**src/rtl/tone_sequencer_if.sv**
```systemverilog
// Control/status bundle between the tone sequencer and its surroundings.
// The slave side is the sequencer; the master side supplies strobes and button pulses.
interface tone_sequencer_if;
    logic       sample_tick;
    logic       phase_wrap;
    logic       freq_btn;
    logic       amp_btn;
    logic       noise_btn;
    logic [1:0] freq_sel;
    logic [1:0] amp_sel;
    logic       noise_enable;
    logic       mute;
    logic       busy;

    modport master (
        output sample_tick, phase_wrap, freq_btn, amp_btn, noise_btn,
        input  freq_sel, amp_sel, noise_enable, mute, busy
    );

    modport slave (
        input  sample_tick, phase_wrap, freq_btn, amp_btn, noise_btn,
        output freq_sel, amp_sel, noise_enable, mute, busy
    );
endinterface

```
**src/rtl/tone_sequencer.sv**
```systemverilog
// Tone-generator control FSM: click-free frequency swaps (fade out, swap at a phase
// wrap, fade in), stepped amplitude ramps and wrap-aligned noise toggling.
module tone_sequencer #(
    parameter int unsigned RAMP_TICKS   = 64,
    parameter int unsigned WRAP_TIMEOUT = 1024
) (
    input logic             clk,
    input logic             reset,
    tone_sequencer_if.slave bus
);

    localparam int unsigned RampW = (RAMP_TICKS > 1) ? $clog2(RAMP_TICKS) : 1;
    localparam int unsigned WrapW = (WRAP_TIMEOUT > 1) ? $clog2(WRAP_TIMEOUT) : 1;
    localparam logic [RampW-1:0] RampLast = RampW'(RAMP_TICKS - 1);
    localparam logic [WrapW-1:0] WrapLast = WrapW'(WRAP_TIMEOUT - 1);

    typedef enum logic [2:0] {
        StIdle,
        StFadeOut,
        StWaitWrap,
        StSwap,
        StFadeIn
    } state_e;

    state_e           state_q, state_d;
    logic [1:0]       freq_sel_q, freq_sel_d;
    logic [1:0]       freq_target_q, freq_target_d;
    logic [1:0]       amp_sel_q, amp_sel_d;
    logic [1:0]       amp_target_q, amp_target_d;
    logic             noise_enable_q, noise_enable_d;
    logic             noise_pending_q, noise_pending_d;
    logic [RampW-1:0] ramp_cnt_q, ramp_cnt_d;
    logic [WrapW-1:0] wrap_cnt_q, wrap_cnt_d;
    logic             ramp_evt;
    logic             wrap_done;
    logic             noise_apply;

    assign ramp_evt  = bus.sample_tick && (ramp_cnt_q == RampLast);
    assign wrap_done = bus.sample_tick && (wrap_cnt_q == WrapLast);

    always_comb begin
        state_d     = state_q;
        freq_sel_d  = freq_sel_q;
        amp_sel_d   = amp_sel_q;
        noise_apply = 1'b0;

        case (state_q)
            StIdle: begin
                if (freq_target_q != freq_sel_q) begin
                    state_d = StFadeOut;
                end else if (ramp_evt && (amp_sel_q < amp_target_q)) begin
                    amp_sel_d = amp_sel_q + 2'd1;
                end else if (ramp_evt && (amp_sel_q > amp_target_q)) begin
                    amp_sel_d = amp_sel_q - 2'd1;
                end
                noise_apply = bus.phase_wrap && noise_pending_q;
            end
            StFadeOut: begin
                if (amp_sel_q == 2'd0) begin
                    state_d = StWaitWrap;
                end else if (ramp_evt) begin
                    amp_sel_d = amp_sel_q - 2'd1;
                end
            end
            StWaitWrap: begin
                if (bus.phase_wrap || wrap_done) begin
                    state_d = StSwap;
                end
            end
            StSwap: begin
                freq_sel_d  = freq_target_q;
                noise_apply = noise_pending_q;
                state_d     = StFadeIn;
            end
            StFadeIn: begin
                if (amp_sel_q >= amp_target_q) begin
                    state_d = StIdle;
                end else if (ramp_evt) begin
                    amp_sel_d = amp_sel_q + 2'd1;
                end
            end
            default: state_d = StIdle;
        endcase

        // Ramp phase restarts with every state change so each stage gets full intervals.
        if (state_d != state_q) begin
            ramp_cnt_d = '0;
        end else if (bus.sample_tick) begin
            ramp_cnt_d = ramp_evt ? '0 : ramp_cnt_q + RampW'(1);
        end else begin
            ramp_cnt_d = ramp_cnt_q;
        end

        if ((state_q == StWaitWrap) && (state_d == StWaitWrap)) begin
            wrap_cnt_d = bus.sample_tick ? wrap_cnt_q + WrapW'(1) : wrap_cnt_q;
        end else begin
            wrap_cnt_d = '0;
        end

        // A press coinciding with an application re-arms pending for the next wrap.
        noise_enable_d  = noise_enable_q ^ noise_apply;
        noise_pending_d = (noise_pending_q & ~noise_apply) ^ bus.noise_btn;
        freq_target_d   = freq_target_q + {1'b0, bus.freq_btn};
        amp_target_d    = amp_target_q + {1'b0, bus.amp_btn};
    end

    always_ff @(posedge clk) begin
        if (reset) begin
            state_q         <= StIdle;
            freq_sel_q      <= 2'b01;
            freq_target_q   <= 2'b01;
            amp_sel_q       <= 2'b01;
            amp_target_q    <= 2'b01;
            noise_enable_q  <= 1'b0;
            noise_pending_q <= 1'b0;
            ramp_cnt_q      <= '0;
            wrap_cnt_q      <= '0;
        end else begin
            state_q         <= state_d;
            freq_sel_q      <= freq_sel_d;
            freq_target_q   <= freq_target_d;
            amp_sel_q       <= amp_sel_d;
            amp_target_q    <= amp_target_d;
            noise_enable_q  <= noise_enable_d;
            noise_pending_q <= noise_pending_d;
            ramp_cnt_q      <= ramp_cnt_d;
            wrap_cnt_q      <= wrap_cnt_d;
        end
    end

    assign bus.freq_sel     = freq_sel_q;
    assign bus.amp_sel      = amp_sel_q;
    assign bus.noise_enable = noise_enable_q;
    assign bus.mute         = (state_q == StWaitWrap) || (state_q == StSwap);
    assign bus.busy         = (state_q != StIdle) || (amp_sel_q != amp_target_q) ||
                              noise_pending_q;

endmodule

```
**src/flat_wrapper.sv**
```systemverilog
// flat-port wrapper written by rule: the top's interface ports become plain ports
module tone_sequencer_flat 
#(
    parameter int unsigned RAMP_TICKS   = 64,
    parameter int unsigned WRAP_TIMEOUT = 1024
)
  (clk, reset, bus_sample_tick, bus_phase_wrap, bus_freq_btn, bus_amp_btn, bus_noise_btn, bus_freq_sel, bus_amp_sel, bus_noise_enable, bus_mute, bus_busy);
  tone_sequencer_if bus_i ();
  input logic clk;
  input logic reset;
  input wire logic [$bits(bus_i.sample_tick)-1:0] bus_sample_tick;
  input wire logic [$bits(bus_i.phase_wrap)-1:0] bus_phase_wrap;
  input wire logic [$bits(bus_i.freq_btn)-1:0] bus_freq_btn;
  input wire logic [$bits(bus_i.amp_btn)-1:0] bus_amp_btn;
  input wire logic [$bits(bus_i.noise_btn)-1:0] bus_noise_btn;
  output wire logic [$bits(bus_i.freq_sel)-1:0] bus_freq_sel;
  output wire logic [$bits(bus_i.amp_sel)-1:0] bus_amp_sel;
  output wire logic [$bits(bus_i.noise_enable)-1:0] bus_noise_enable;
  output wire logic [$bits(bus_i.mute)-1:0] bus_mute;
  output wire logic [$bits(bus_i.busy)-1:0] bus_busy;
  assign bus_i.sample_tick = bus_sample_tick;
  assign bus_i.phase_wrap = bus_phase_wrap;
  assign bus_i.freq_btn = bus_freq_btn;
  assign bus_i.amp_btn = bus_amp_btn;
  assign bus_i.noise_btn = bus_noise_btn;
  assign bus_freq_sel = bus_i.freq_sel;
  assign bus_amp_sel = bus_i.amp_sel;
  assign bus_noise_enable = bus_i.noise_enable;
  assign bus_mute = bus_i.mute;
  assign bus_busy = bus_i.busy;
  tone_sequencer #(.RAMP_TICKS(RAMP_TICKS), .WRAP_TIMEOUT(WRAP_TIMEOUT)) u_core (.clk(clk), .reset(reset), .bus(bus_i));
endmodule
```
**config.mk**
```make
export PLATFORM = sky130hd
export DESIGN_NAME = tone_sequencer_flat
export DESIGN_NICKNAME = d
export VERILOG_FILES = /design/src/rtl/tone_sequencer_if.sv /design/src/rtl/tone_sequencer.sv /design/src/flat_wrapper.sv
export SDC_FILE = /design/constraint.sdc
export NUM_CORES = 1
export LEC_CHECK = 0
export ABC_CLOCK_PERIOD_IN_PS = 2700
export BUFFER_PORTS_ARGS = -buffer_cell sky130_fd_sc_hd__buf_4
export CELL_PAD_IN_SITES_DETAIL_PLACEMENT = 1
export CELL_PAD_IN_SITES_GLOBAL_PLACEMENT = 2
export CORE_ASPECT_RATIO = 0.9
export CORE_MARGIN = 4
export CORE_UTILIZATION = 35
export CTS_CLUSTER_SIZE = 14
export DETAILED_ROUTE_END_ITERATION = 7
export PLACE_DENSITY_LB_ADDON = 0.1
export SLEW_MARGIN = 15
export SYNTH_ARGS = -nofsm -noshare
export SYNTH_HDL_FRONTEND = slang
export SYNTH_SLANG_ARGS = --single-unit
export TNS_END_PERCENT = 5
```
**constraint.sdc**
```tcl
create_clock -name clk -period 2.7 [get_ports clk]
set_clock_uncertainty 0.15 [all_clocks]
set_input_delay 0.27 -clock clk [delete_from_list [all_inputs] [get_ports clk]]
set_output_delay 0.27 -clock clk [all_outputs]
set_load 0.03 [all_outputs]
```
---- Word-level counts from Yosys, hierarchy flattened ----
Cells that the tools add are included.
word-level totals
  register bits after elaboration ......... 29
  input port bits ......................... 7
  logic and storage cells ................. 71
operators by class
  add/sub/neg operators ................... 6
  magnitude comparators ................... 3
  equal/unequal tests ..................... 16
  multiplexer cells ....................... 15
  bitwise logic cells ..................... 5
  reductions and logical operators ........ 17
operator list
  operator               count
  $pmux 3 s5             1
  $mux 2                 7
  $mux 3                 4
  $add 10x1->10 const B  1
  $eq 10x10->1 const B   1
  $eq 3x2->1 const B     3
  $reduce_and 7->1       1
  $add 6x1->6 const B    1
  $eq 6x6->1 const B     1
  $logic_and 1x1->1      6
  $mux 6                 1
  $ne 2x2->1 const B     3
  $pmux 2 s3             1
  $reduce_bool 3->1      2
  $add 2x1->2            2
  $logic_or 1x1->1       4
  $ne 2x1->1 const B     2
  $ne 2x2->1             2
  $reduce_or 2->1        2
  $eq 3x1->1 const B     1
  $eq 3x3->1 const B     1
  $logic_not 3->1        1
  $ne 3x1->1 const B     1
  $ne 3x3->1             1
  other kinds (10)       12

---- Logic depth before layout (Yosys ltp) ----
Gate-level depths: netlist of run 1.
  depth in word-level cells ............... 9
  depth in mapped cells ................... 7
  mapped depth without buffers ............ 7

---- Worst setup path before layout of run 1 ----
Ideal clock, no wire load.
  kind .................................... register to register
  start ................................... register u_core.amp_sel_q[0], in the netlist u_core.bus.amp_sel[0]
  end ..................................... register u_core.amp_sel_q[1], in the netlist u_core.bus.amp_sel[1]
  library setup time ...................... 0.060 ns
  arrival time ............................ 2.007 ns
  data required time ...................... 2.490 ns
  path slack .............................. 0.482 ns
  stages on the path, launching flop included .. 8
  cell sequence ........................... dfxtp_1 inv_1 ha_1 nand2b_1 a2111oi_0 o21ai_0 a221o_1 nand2_1
between the ends
  cells in the longest elaborated chain, start to end .. 5
  elaborated cells on any way between the ends .. 20
ends and longest elaborated chain
  element                                      RTL line                                                          source
  start: declaration                           tone_sequencer.sv:28                                              logic [1:0] amp_sel_q, amp_sel_d;
  start signal: assignment                     tone_sequencer.sv:122                                             amp_sel_q <= amp_sel_d;
  $sub 2x1->2 or $lt 2x2->1 (tied branches)    tone_sequencer.sv:54, tone_sequencer.sv:62, tone_sequencer.sv:51
  $mux 2 or $logic_and 1x1->1 (tied branches)  tone_sequencer.sv:53, tone_sequencer.sv:51
  $mux 2                                       tone_sequencer.sv:51                                              end else if (ramp_evt && (amp_sel_q < amp_target_q)) begin
  $mux 2                                       tone_sequencer.sv:49                                              if (freq_target_q != freq_sel_q) begin
  $pmux 2 s3                                   tone_sequencer.sv:47                                              case (state_q)
Parallel ways exist; a longest one is shown, timed or not. The select of a mux whose other input is x is not followed.
A chain may end at the register's enable or synchronous reset.

---- Worst setup path after layout of run 1 ----
Ends and elaborated chain as after synthesis.

==> summary.md, run 1 <==
| Metric | Value |
|---|---|
| CTS tree | done |
| Setup TNS Final | 0 ns |
| Main combinational cell family by area after synthesis | simple AND/OR/NAND/NOR gates |
| Fillers | 498 |
| Storage cell area | 581 um2 |
| Clock tree root buffer cell | clkbuf_8 |
| Syn Std Cell Area | 1460 um2 |
| Total area of multi-input combinational cells | 830 um2 |
| Setup repair after global routing missed its margin | no |
| Worst hold path class | in2reg |
| Vias post-DR | 1209 |
| RR Startpoint | u_core.bus.amp_sel[0] |
| Global-route congestion overflow total | 0 |
| Design area | 1680 um2 |
| Compound-cell area share of the yosys netlist | 11.3% |
| Layout Nets | 202 |
| Vias in the first global route | 1297 |
| TritonRoute pass-1 iters | 4 |
| Number of antenna cells inserted | 0 |
| Crit path arrival time | 2.21 ns |
| Endpoint of the most critical register-to-register path | u_core.bus.amp_sel[1] |
| Effective utilization at floorplan | 36.2% |
| Proportion of synthesized chip area in sequential cells | 39.7% |
| Area after detailed placement | 1600 um2 |
| Clock network latency to the later pin of the worst-skew pair | 0.29 ns |
| Setup Viol. Count Final | 0 |
| Standard-cell rows | 22 |
| Maximum frequency from static timing analysis | 469 MHz |
| Met3 track demand over resource | 3.51% |
| Primary flip-flop cell chosen by synthesis mapping | dfxtp_1 |
| Share of layout cells above drive strength 1 | 13.8% |
| Clk network pwr share | 38.4% |
| Critical path launch point type | register |
| Count of cells resized by post-cts repair | 0 |
| Final critical-path setup slack | 0.569 ns |
| Number of CTS-inserted buffers | 5 |
| Final total power | 932 uW |
| Synthesis Warnings | 0 |
| WP data required | 2.78 ns |
| Number of flops mapped to enable cells by yosys | 0 |
| Fraction of power spent switching nets | 27.8% |
| Clock tree sinks | 29 |
| Critical path origin | u_core.bus.amp_sel[0] |
| Post-route antenna net violation count | 0 |
| Largest net degree at the start of global routing | 18 |
| Core box area | 4050 um2 |
| Power Dens Cells | 554 nW/um2 |
| Number of standard cells in the layout, taps in and fillers out | 237 |
| Gp weighted congestion | 0.821 |
| Share of power burned in registers | 50.3% |
| Actual slew at the worst max-slew pin | 0.548 ns |
| Post-Synth XOR/XNOR Area | 10.8% |
| Post-placement setup slack | 0.589 ns |
| Met1 global-route usage | 17.1% |
| Max-slew violation count | 0 |
| Power Internal | 673 uW |
| Psw | 259 uW |
| CP max FO | 4 |
| Crit path capture type | register |
| Antenna violations before repair | 0 |
| Post-DP HPWL | 2510 um |
| Total of flip-flops plus latches after synthesis | 29 |
| Headroom to the max-slew limit | 62.5% |
| Total Routing Usage GR | 13.5% |
| Iter 0 DRT Violations | 23 |
| Buffer depth of the longest clock path | 2 |
| Detailed-route wire length per cell | 14.2 um |
| Synth unique cells | 37 |
| Post-synthesis share of cell area spent on and, or, nand and nor gates | 25.9% |
| Cell count after placement | 229 |
| Die outline height | 69.4 um |
| Crit path time final | 2.13 ns |
| Top-level port count | 14 |
| Async SR Flop Fraction | 0% |
| Endpoints failing hold | 0 |
| Number of cells traversed by the worst hold path | 3 |
| Number of DRC violations after detailed routing | 0 |
| Worst reg2reg setup slack | 0.57 ns |
| Run status | completed |
| First-pass GRT wire length | 5850 um |
| Global-route met2 utilization | 22.4% |
| CP Capture Point | u_core.bus.amp_sel[1] |
| Post-Syn Nets | 187 |
| Maximum level of the CTS H-tree | 2 |
| Wirelength, routed | 3370 um |
| Area share of fa/ha/maj cells after synthesis | 5.98% |
| Buffers added on ports | 13 |
| Share of total power in combinational logic | 11.2% |
| Leakage dissipation | 0.667 nW |
| Worst IR drop on VDD | 0.000266 V |
| Ratio of routed vias to standard cells | 5.10 |
| Mapped Avg Cell Area | 8.46 um2 |
| Post-CTS clock slew at the launch and capture registers of the worst setup and hold paths | 0.07 ns |
| Final period utilization | 78.9% |
| Maximum capacitance violations | 0 |
| Worst setup path class | reg2reg |
| Setup fix buffers added after clock tree synthesis | 0 |
| Synthesis-to-layout area growth | 15.0% |
| Worst Reg2Reg Path Length in Cells | 7 |
| Die area | 5280 um2 |
| Count of mapped cells out of synthesis | 173 |
| # hold bufs at CTS | 0 |
| Die X-Extent | 76.2 um |
| Layer with the highest usage | met2 |
| Post-synthesis mux area share | 2.74% |
## worst max-delay path: stages (launching register included)
cell and delay [ns]:
dfxtp_1 0.33, inv_1 0.09, ha_1 0.31, nand2b_1 0.18, a2111oi_0 0.37, o21ai_0 0.24, a221o_1 0.36, nand2_1 0.06
## power by group through the flow
stage | Clock (mW) | Combinational (mW) | Sequential [mW]
after global routing | 0.392 | 0.119 | 0.474
final | 0.358 | 0.105 | 0.469
after detailed placement | 0 | 0.106 | 0.479
after CTS | 0.370 | 0.107 | 0.470
after global placement | 0 | 0.104 | 0.477
after floorplan | 0 | 0.0799 | 0.471
## stage by stage
step,utilization [%],hold slack [ns]
final,41.6,0.0840
after global routing,41.6,0.0857
after CTS,41.6,0.0847
after detailed placement,39.5,0.354
after global placement,39.5,0.342
after floorplan,-,0.265
## sequential cells by signal, summed over array words and instances, names as in the netlist
name and count:
u_core.amp_target_q 2, u_core.bus.amp_sel 2, u_core.bus.freq_sel 2, u_core.bus.noise_enable 1, u_core.freq_target_q 2, u_core.noise_pending_q 1, u_core.ramp_cnt_q 6, u_core.state_q 3
u_core.wrap_cnt_q 10
## cell usage in the layout, fill, tap and decap left out, types with 4 or more instances in the layout
cell	count
o21ai_0	4
inv_1	8
ha_1	7
nand4_1	5
buf_4	13
a21oi_1	10
clkbuf_8	5
nand2_1	14
dfxtp_1	29
xor2_1	10
mux2i_1	4
nor2_1	29
nor2b_1	4
nor3_1	5
xnor2_1	8
## cell type report
cell class	instances	area share, %
multi-input cells	131	49.3
flip-flops and latches	29	34.5
repair buffers	13	5.79
clock buffers	5	4.09
well taps	48	3.57
inverters	8	1.78
clock inverters	3	1.04
## layer usage
layer / wire [um] / vias up / part of all wire, %
met1: 1630 / 569 / 48
met5: 0 / - / 0
met4: 36 / 0 / 1.1
li1: - / 622 / -
met2: 1630 / 11 / 48
met3: 77 / 7 / 2.3
## cells by family (layout without fill, tap and decap cells)
| logic type | count (synthesis) | after routing |
|---|---|---|
| and+or+nand+nor | 76 | 76 |
| DFF | 29 | 29 |
| AOI/OAI and AO/OA | 26 | 26 |
| xor gates and xnor gates | 18 | 18 |
| buffers and inverters | 13 | 29 |
| adders and majority gates | 7 | 7 |
| muxes | 4 | 4 |
## cells in the mapped netlist, types with 3 or more instances
cell type | instances | area share (%)
inv_1 | 8 | 2.1
dfxtp_1 | 29 | 40
o21ai_0 | 4 | 1.4
nor3_1 | 5 | 1.7
nor2_1 | 29 | 7.4
ha_1 | 7 | 6.0
mux2i_1 | 4 | 2.7
a21oi_1 | 10 | 3.4
nand4_1 | 5 | 2.1
nand2_1 | 14 | 3.6
nand3_1 | 3 | 1.0
buf_2 | 4 | 1.4
xnor2_1 | 8 | 4.8
xor2_1 | 10 | 6.0
and3_1 | 3 | 1.3
nor2b_1 | 4 | 1.7
## worst min-delay path by stage
| stage | startpoint | end | slack, ns |
|---|---|---|---|
| final | bus_noise_btn | u_core.noise_pending_q | 0.08 |
| after global placement | u_core.bus.noise_enable | u_core.bus.noise_enable | 0.34 |
| after floorplan | bus_noise_btn | u_core.noise_pending_q | 0.26 |
| after global routing | bus_noise_btn | u_core.noise_pending_q | 0.09 |
| after detailed placement | u_core.wrap_cnt_q[8] | u_core.wrap_cnt_q[8] | 0.35 |
| after CTS | bus_noise_btn | u_core.noise_pending_q | 0.08 |
(Power assumes the default switching activity.)
==> inputs of run 2 (changes only) <==
- ABC_CLOCK_PERIOD_IN_PS: 2700 -> 2100
- clock period: 2.7 -> 2.1 ns (I/O delays scaled with it)
==> summary.md, run 2 (synthesis results as in run 1) <==
| Metric | Value |
|---|---|
| Buffers added on ports | 13 |
| Maximum frequency from static timing analysis | 501 MHz |
| Largest net degree at the start of global routing | 15 |
| Clock tree root buffer cell | clkbuf_8 |
| Number of DRC violations after detailed routing | 0 |
| Effective utilization at floorplan | 36.2% |
| Gp weighted congestion | 0.819 |
| Commonest cells after routing, fill and taps aside | nor2_1, dfxtp_1, buf_4 |
| Setup Viol. Count Final | 0 |
| Post-placement setup slack | -0.00863 ns |
| Endpoints failing hold | 0 |
| Global-route congestion overflow total | 0 |
| Area after detailed placement | 1630 um2 |
| Crit path arrival time | 2.07 ns |
| Largest registers ranked by flip-flop count | u_core.wrap_cnt_q: 10 flops, u_core.ramp_cnt_q: 6 flops, u_core.state_q: 3 flops |
| Share of layout cells above drive strength 1 | 19.2% |
| Clock tree sinks | 29 |
| Post-Route Hold Slack | 0.0267 ns |
| Share of power burned in registers | 43.7% |
| Met1 global-route usage | 16.7% |
| Buffer depth of the longest clock path | 2 |
| Iter 0 DRT Violations | 39 |
| Actual slew at the worst max-slew pin | 0.461 ns |
| Wirelength, routed | 3550 um |
| Storage cell area | 584 um2 |
| Worst setup path class | reg2reg |
| Post-CTS clock slew at the launch and capture registers of the worst setup and hold paths | 0.07 ns |
| Most frequent standard cell in the layout excluding fill and tap cells | nor2_1 |
| Max-slew violation count | 0 |
| Run status | completed |
| Power Internal | 1.04 mW |
| Die outline height | 69.4 um |
| Ratio of routed vias to standard cells | 5.12 |
| Power Dens Cells | 768 nW/um2 |
| Maximum capacitance violations | 0 |
| Synthesis-to-layout area growth | 21.9% |
| Fillers | 487 |
| Total Routing Usage GR | 14.1% |
| Setup fix buffers added after clock tree synthesis | 0 |
| Fraction of power spent switching nets | 24.3% |
| Layout Nets | 206 |
| Global-route met2 utilization | 23.7% |
| First-pass GRT wire length | 6020 um |
| Final period utilization | 95.0% |
| Worst hold path class | in2reg |
| Number of flip-flops in the largest register | 10 |
| Antenna violations before repair | 0 |
| Psw | 333 uW |
| TritonRoute pass-1 iters | 4 |
| CP max FO | 5 |
| Crit path time final | 2.00 ns |
| Layer with the highest usage | met2 |
| Critical path launch point type | register |
| Share of total power in combinational logic | 11.6% |
| Detailed-route wire length per cell | 14.7 um |
| Design area | 1780 um2 |
| Clk network pwr share | 44.6% |
| Clock network latency to the later pin of the worst-skew pair | 0.29 ns |
| Maximum level of the CTS H-tree | 2 |
| Vias in the first global route | 1306 |
| Post-route antenna net violation count | 0 |
| Leakage dissipation | 0.710 nW |
| Standard-cell rows | 22 |
| CTS tree | done |
| Worst IR drop on VDD | 0.000448 V |
| Total area of multi-input combinational cells | 866 um2 |
| WP data required | 2.18 ns |
| Vias post-DR | 1235 |
| Number of antenna cells inserted | 0 |
| Register containing the most flip-flops in the final layout | u_core.wrap_cnt_q |
| Final critical-path setup slack | 0.105 ns |
| Top-level port count | 14 |
| Post-DP HPWL | 2570 um |
| Core box area | 4050 um2 |
| Crit path capture type | register |
| Die X-Extent | 76.2 um |
| Met3 track demand over resource | 4.29% |
| Die area | 5280 um2 |
| Headroom to the max-slew limit | 69.2% |
| Number of CTS-inserted buffers | 5 |
==> run 2: what timing repair did <==
item                                    CTS  global route
endpoints found under the setup margin    2             2
cloned                                    0             0
resized for setup                         2             9
pin swaps                                 1             0
hold buffers                              0             0
==> run 2: routing by layer <==
metal	part of all wire [%]	vias to the layer above
met1	45	593
met4	1.5	0
met2	50	11
li1	-	625
met5	0	-
met3	3.0	6
==> run 2: stage by stage <==
step / instances / setup TNS (ns) / power [mW] / util (%)
final: 241 / 0 / 1.37 / 44.1
after global routing: 241 / -0.00661 / 1.44 / 44.1
after CTS: 241 / 0 / 1.38 / 43.2
after detailed placement: 233 / -0.00863 / 0.764 / 40.3
after global placement: 233 / 0 / 0.757 / 40.3
after floorplan: 173 / 0 / 0.709 / -
==> run 2: power groups by stage <==
stage	Clock (mW)	Sequential (mW)	Combinational, mW
final	0.611	0.599	0.159
after global routing	0.657	0.603	0.178
after CTS	0.622	0.597	0.156
after detailed placement	0	0.610	0.154
after global placement	0	0.608	0.149
after floorplan	0	0.606	0.103
==> run 2: area by class of cell <==
cell class | count | area share [%]
multi-input combinational | 131 | 48.5
clock buffer | 7 | 4.84
inverter | 8 | 1.68
timing repair buffer | 17 | 7.15
sequential | 29 | 32.7
clock inverter | 1 | 1.68
tap | 48 | 3.37
==> run 2: worst max-delay path, cell delays in order (launching register included) <==
cell	delay, ns
dfxtp_2	0.35
ha_2	0.19
nand3_2	0.13
or2_4	0.29
or3_4	0.41
a221o_1	0.36
nand2_1	0.06
==> run 2: worst paths after layout <==
kind                                           start                      to  slack, ns  depth (start not counted)
worst max-delay path            u_core.ramp_cnt_q[0]   u_core.bus.amp_sel[1]       0.10                          6
worst min-delay path                   bus_noise_btn  u_core.noise_pending_q       0.03                          3
worst max register to register  u_core.ramp_cnt_q[0]   u_core.bus.amp_sel[1]       0.10                          6
worst min register to register  u_core.wrap_cnt_q[8]    u_core.wrap_cnt_q[8]       0.36                          2
==> inputs of run 3 (changes only) <==
- SETUP_SLACK_MARGIN: unset -> 0.3
==> summary.md, run 3 (synthesis results as in run 1) <==
| Metric | Value |
|---|---|
| Run status | completed |
| Max incr delay on CP | 0.39 ns |
| Power Dens Cells | 687 nW/um2 |
| Die X-Extent | 76.2 um |
| Maximum level of the CTS H-tree | 2 |
| Final critical-path setup slack | 0.241 ns |
| Maximum capacitance violations | 0 |
| Gp weighted congestion | 0.782 |
| Slowest stage cell, crit path | or3_4 |
| Die area | 5280 um2 |
| Synthesis-to-layout area growth | 28.5% |
| Maximum frequency from static timing analysis | 538 MHz |
| CTS tree | done |
| Worst setup path class | reg2reg |
| Power Internal | 962 uW |
| Post-route antenna net violation count | 0 |
| TritonRoute pass-1 iters | 4 |
| Worst reg2reg setup slack | 0.24 ns |
| Largest net degree at the start of global routing | 15 |
| Buffer depth of the longest clock path | 2 |
| Standard-cell rows | 22 |
| Iter 0 DRT Violations | 31 |
| Setup Viol. Count Final | 0 |
| Wirelength, routed | 3440 um |
| Clock tree sinks | 29 |
| Fillers | 473 |
| Number of DRC violations after detailed routing | 0 |
| Area after detailed placement | 1670 um2 |
| Share of layout cells above drive strength 1 | 28.1% |
| Post-DP HPWL | 2490 um |
| Number of flip-flops in the largest register | 10 |
| Headroom to the max-slew limit | 73.7% |
| Die outline height | 69.4 um |
| Largest registers ranked by flip-flop count | u_core.wrap_cnt_q: 10 flops, u_core.ramp_cnt_q: 6 flops, u_core.state_q: 3 flops |
| First-pass GRT wire length | 5990 um |
| Buffers added on ports | 13 |
| Antenna violations before repair | 0 |
| Final total power | 1.29 mW |
| Ratio of routed vias to standard cells | 5.14 |
| CP Capture Point | u_core.bus.amp_sel[1] |
| Post-CTS clock slew at the launch and capture registers of the worst setup and hold paths | 0.06 ns |
| Number of antenna cells inserted | 0 |
| Register containing the most flip-flops in the final layout | u_core.wrap_cnt_q |
| Core box area | 4050 um2 |
| Share of power burned in registers | 46.5% |
| Final design utilization | 46.5% |
| Clk network pwr share | 39.4% |
| Sequence of cells on the critical path | ha_4 -> nand3_4 -> or2_4 -> or3_4 -> a221o_1 -> nand2_1 |
| Crit path time final | 1.86 ns |
| Share of total power in combinational logic | 14.1% |
| Clock network latency to the later pin of the worst-skew pair | 0.28 ns |
| Commonest cells after routing, fill and taps aside | nor2_1, buf_4, dfxtp_1 |
| Psw | 331 uW |
| Leakage dissipation | 0.724 nW |
| Worst IR drop on VDD | 0.000424 V |
| Setup TNS Final | 0 ns |
| Detailed-route wire length per cell | 14.1 um |
| Setup repair after global routing missed its margin | yes |
| Worst Reg2Reg Path Length in Cells | 6 |
| Design area | 1880 um2 |
| Clock tree root buffer cell | clkbuf_8 |
| CP max FO | 5 |
| RR Startpoint | u_core.ramp_cnt_q[0] |
| Max-slew violation count | 0 |
| Endpoints failing hold | 0 |
| Effective utilization at floorplan | 36.2% |
| Final period utilization | 88.5% |
| Crit path capture type | register |
| WP data required | 2.17 ns |
| Vias in the first global route | 1301 |
| Total Routing Usage GR | 13.9% |
| Endpoint of the most critical register-to-register path | u_core.bus.amp_sel[1] |
| Vias post-DR | 1254 |
| Most frequent standard cell in the layout excluding fill and tap cells | nor2_1 |
| Number of CTS-inserted buffers | 5 |
| Top-level port count | 14 |
| Global-route congestion overflow total | 0 |
| Layout Nets | 210 |
| Actual slew at the worst max-slew pin | 0.392 ns |
| Post-placement setup slack | 0.131 ns |
| Fraction of power spent switching nets | 25.6% |
| Worst hold path class | in2reg |
| Crit path arrival time | 1.93 ns |
| Critical path launch point type | register |
| Critical path origin | u_core.ramp_cnt_q[0] |
-- run 3: worst min-delay path by stage --
stage,from,endpoint,depth (start not counted)
floorplan,bus_noise_btn,u_core.noise_pending_q,2
global placement,bus_noise_btn,u_core.noise_pending_q,3
finish,bus_noise_btn,u_core.noise_pending_q,3
CTS,bus_noise_btn,u_core.noise_pending_q,3
detailed placement,bus_noise_btn,u_core.noise_pending_q,3
global route,bus_noise_btn,u_core.noise_pending_q,3
-- run 3: through the flow --
stage	cells	hold slack (ns)
floorplan	173	0.205
global placement	231	0.305
detailed placement	231	0.317
CTS	243	0.0240
global route	244	0.0266
finish	244	0.0259
-- run 3: metal layers --
metal | track usage, % | up-vias | routed length (um)
met2 | 22.2 | 18 | 1670
met4 | 6.02 | 0 | 80
met3 | 5.19 | 10 | 135
li1 | - | 637 | -
met1 | 16.7 | 589 | 1550
met5 | 0 | - | 0
-- run 3: critical path, delay by kind of cell (launching register included) --
kind / cells / cell delay (ns)
simple gates: 4 / 0.81
fa+ha+maj: 1 / 0.15
flops: 1 / 0.35
compound gates: 1 / 0.32
-- run 3: final cells by class --
type | instances | area [um2] | share of cell area, %
Inverter | 8 | 32.5 | 1.73
Clock buffer | 6 | 93.8 | 4.99
Timing Repair Buffer | 21 | 158 | 8.38
Tap cell | 48 | 60.1 | 3.19
Clock inverter | 1 | 5.00 | 0.266
Sequential cell | 29 | 593 | 31.5
Multi-Input combinational cell | 131 | 940 | 49.9
-- run 3: power by group through the flow --
stage	clock network, mW	logic [mW]	registers, mW
2_1_floorplan	0	0.111	0.607
3_3_place_gp	0	0.158	0.608
3_5_place_dp	0	0.162	0.610
4_1_cts	0.528	0.177	0.601
5_1_grt	0.558	0.202	0.605
6_report	0.509	0.183	0.601
-- run 3: what timing repair did --
item / 4_1_cts / 5_1_grt
gates resized for setup: 8 / 9
hold buffers: 0 / 0
endpoints found under the setup margin: 18 / 19
pin swaps: 8 / 1
buffers inserted: 5 / 1
cloned: 0 / 0
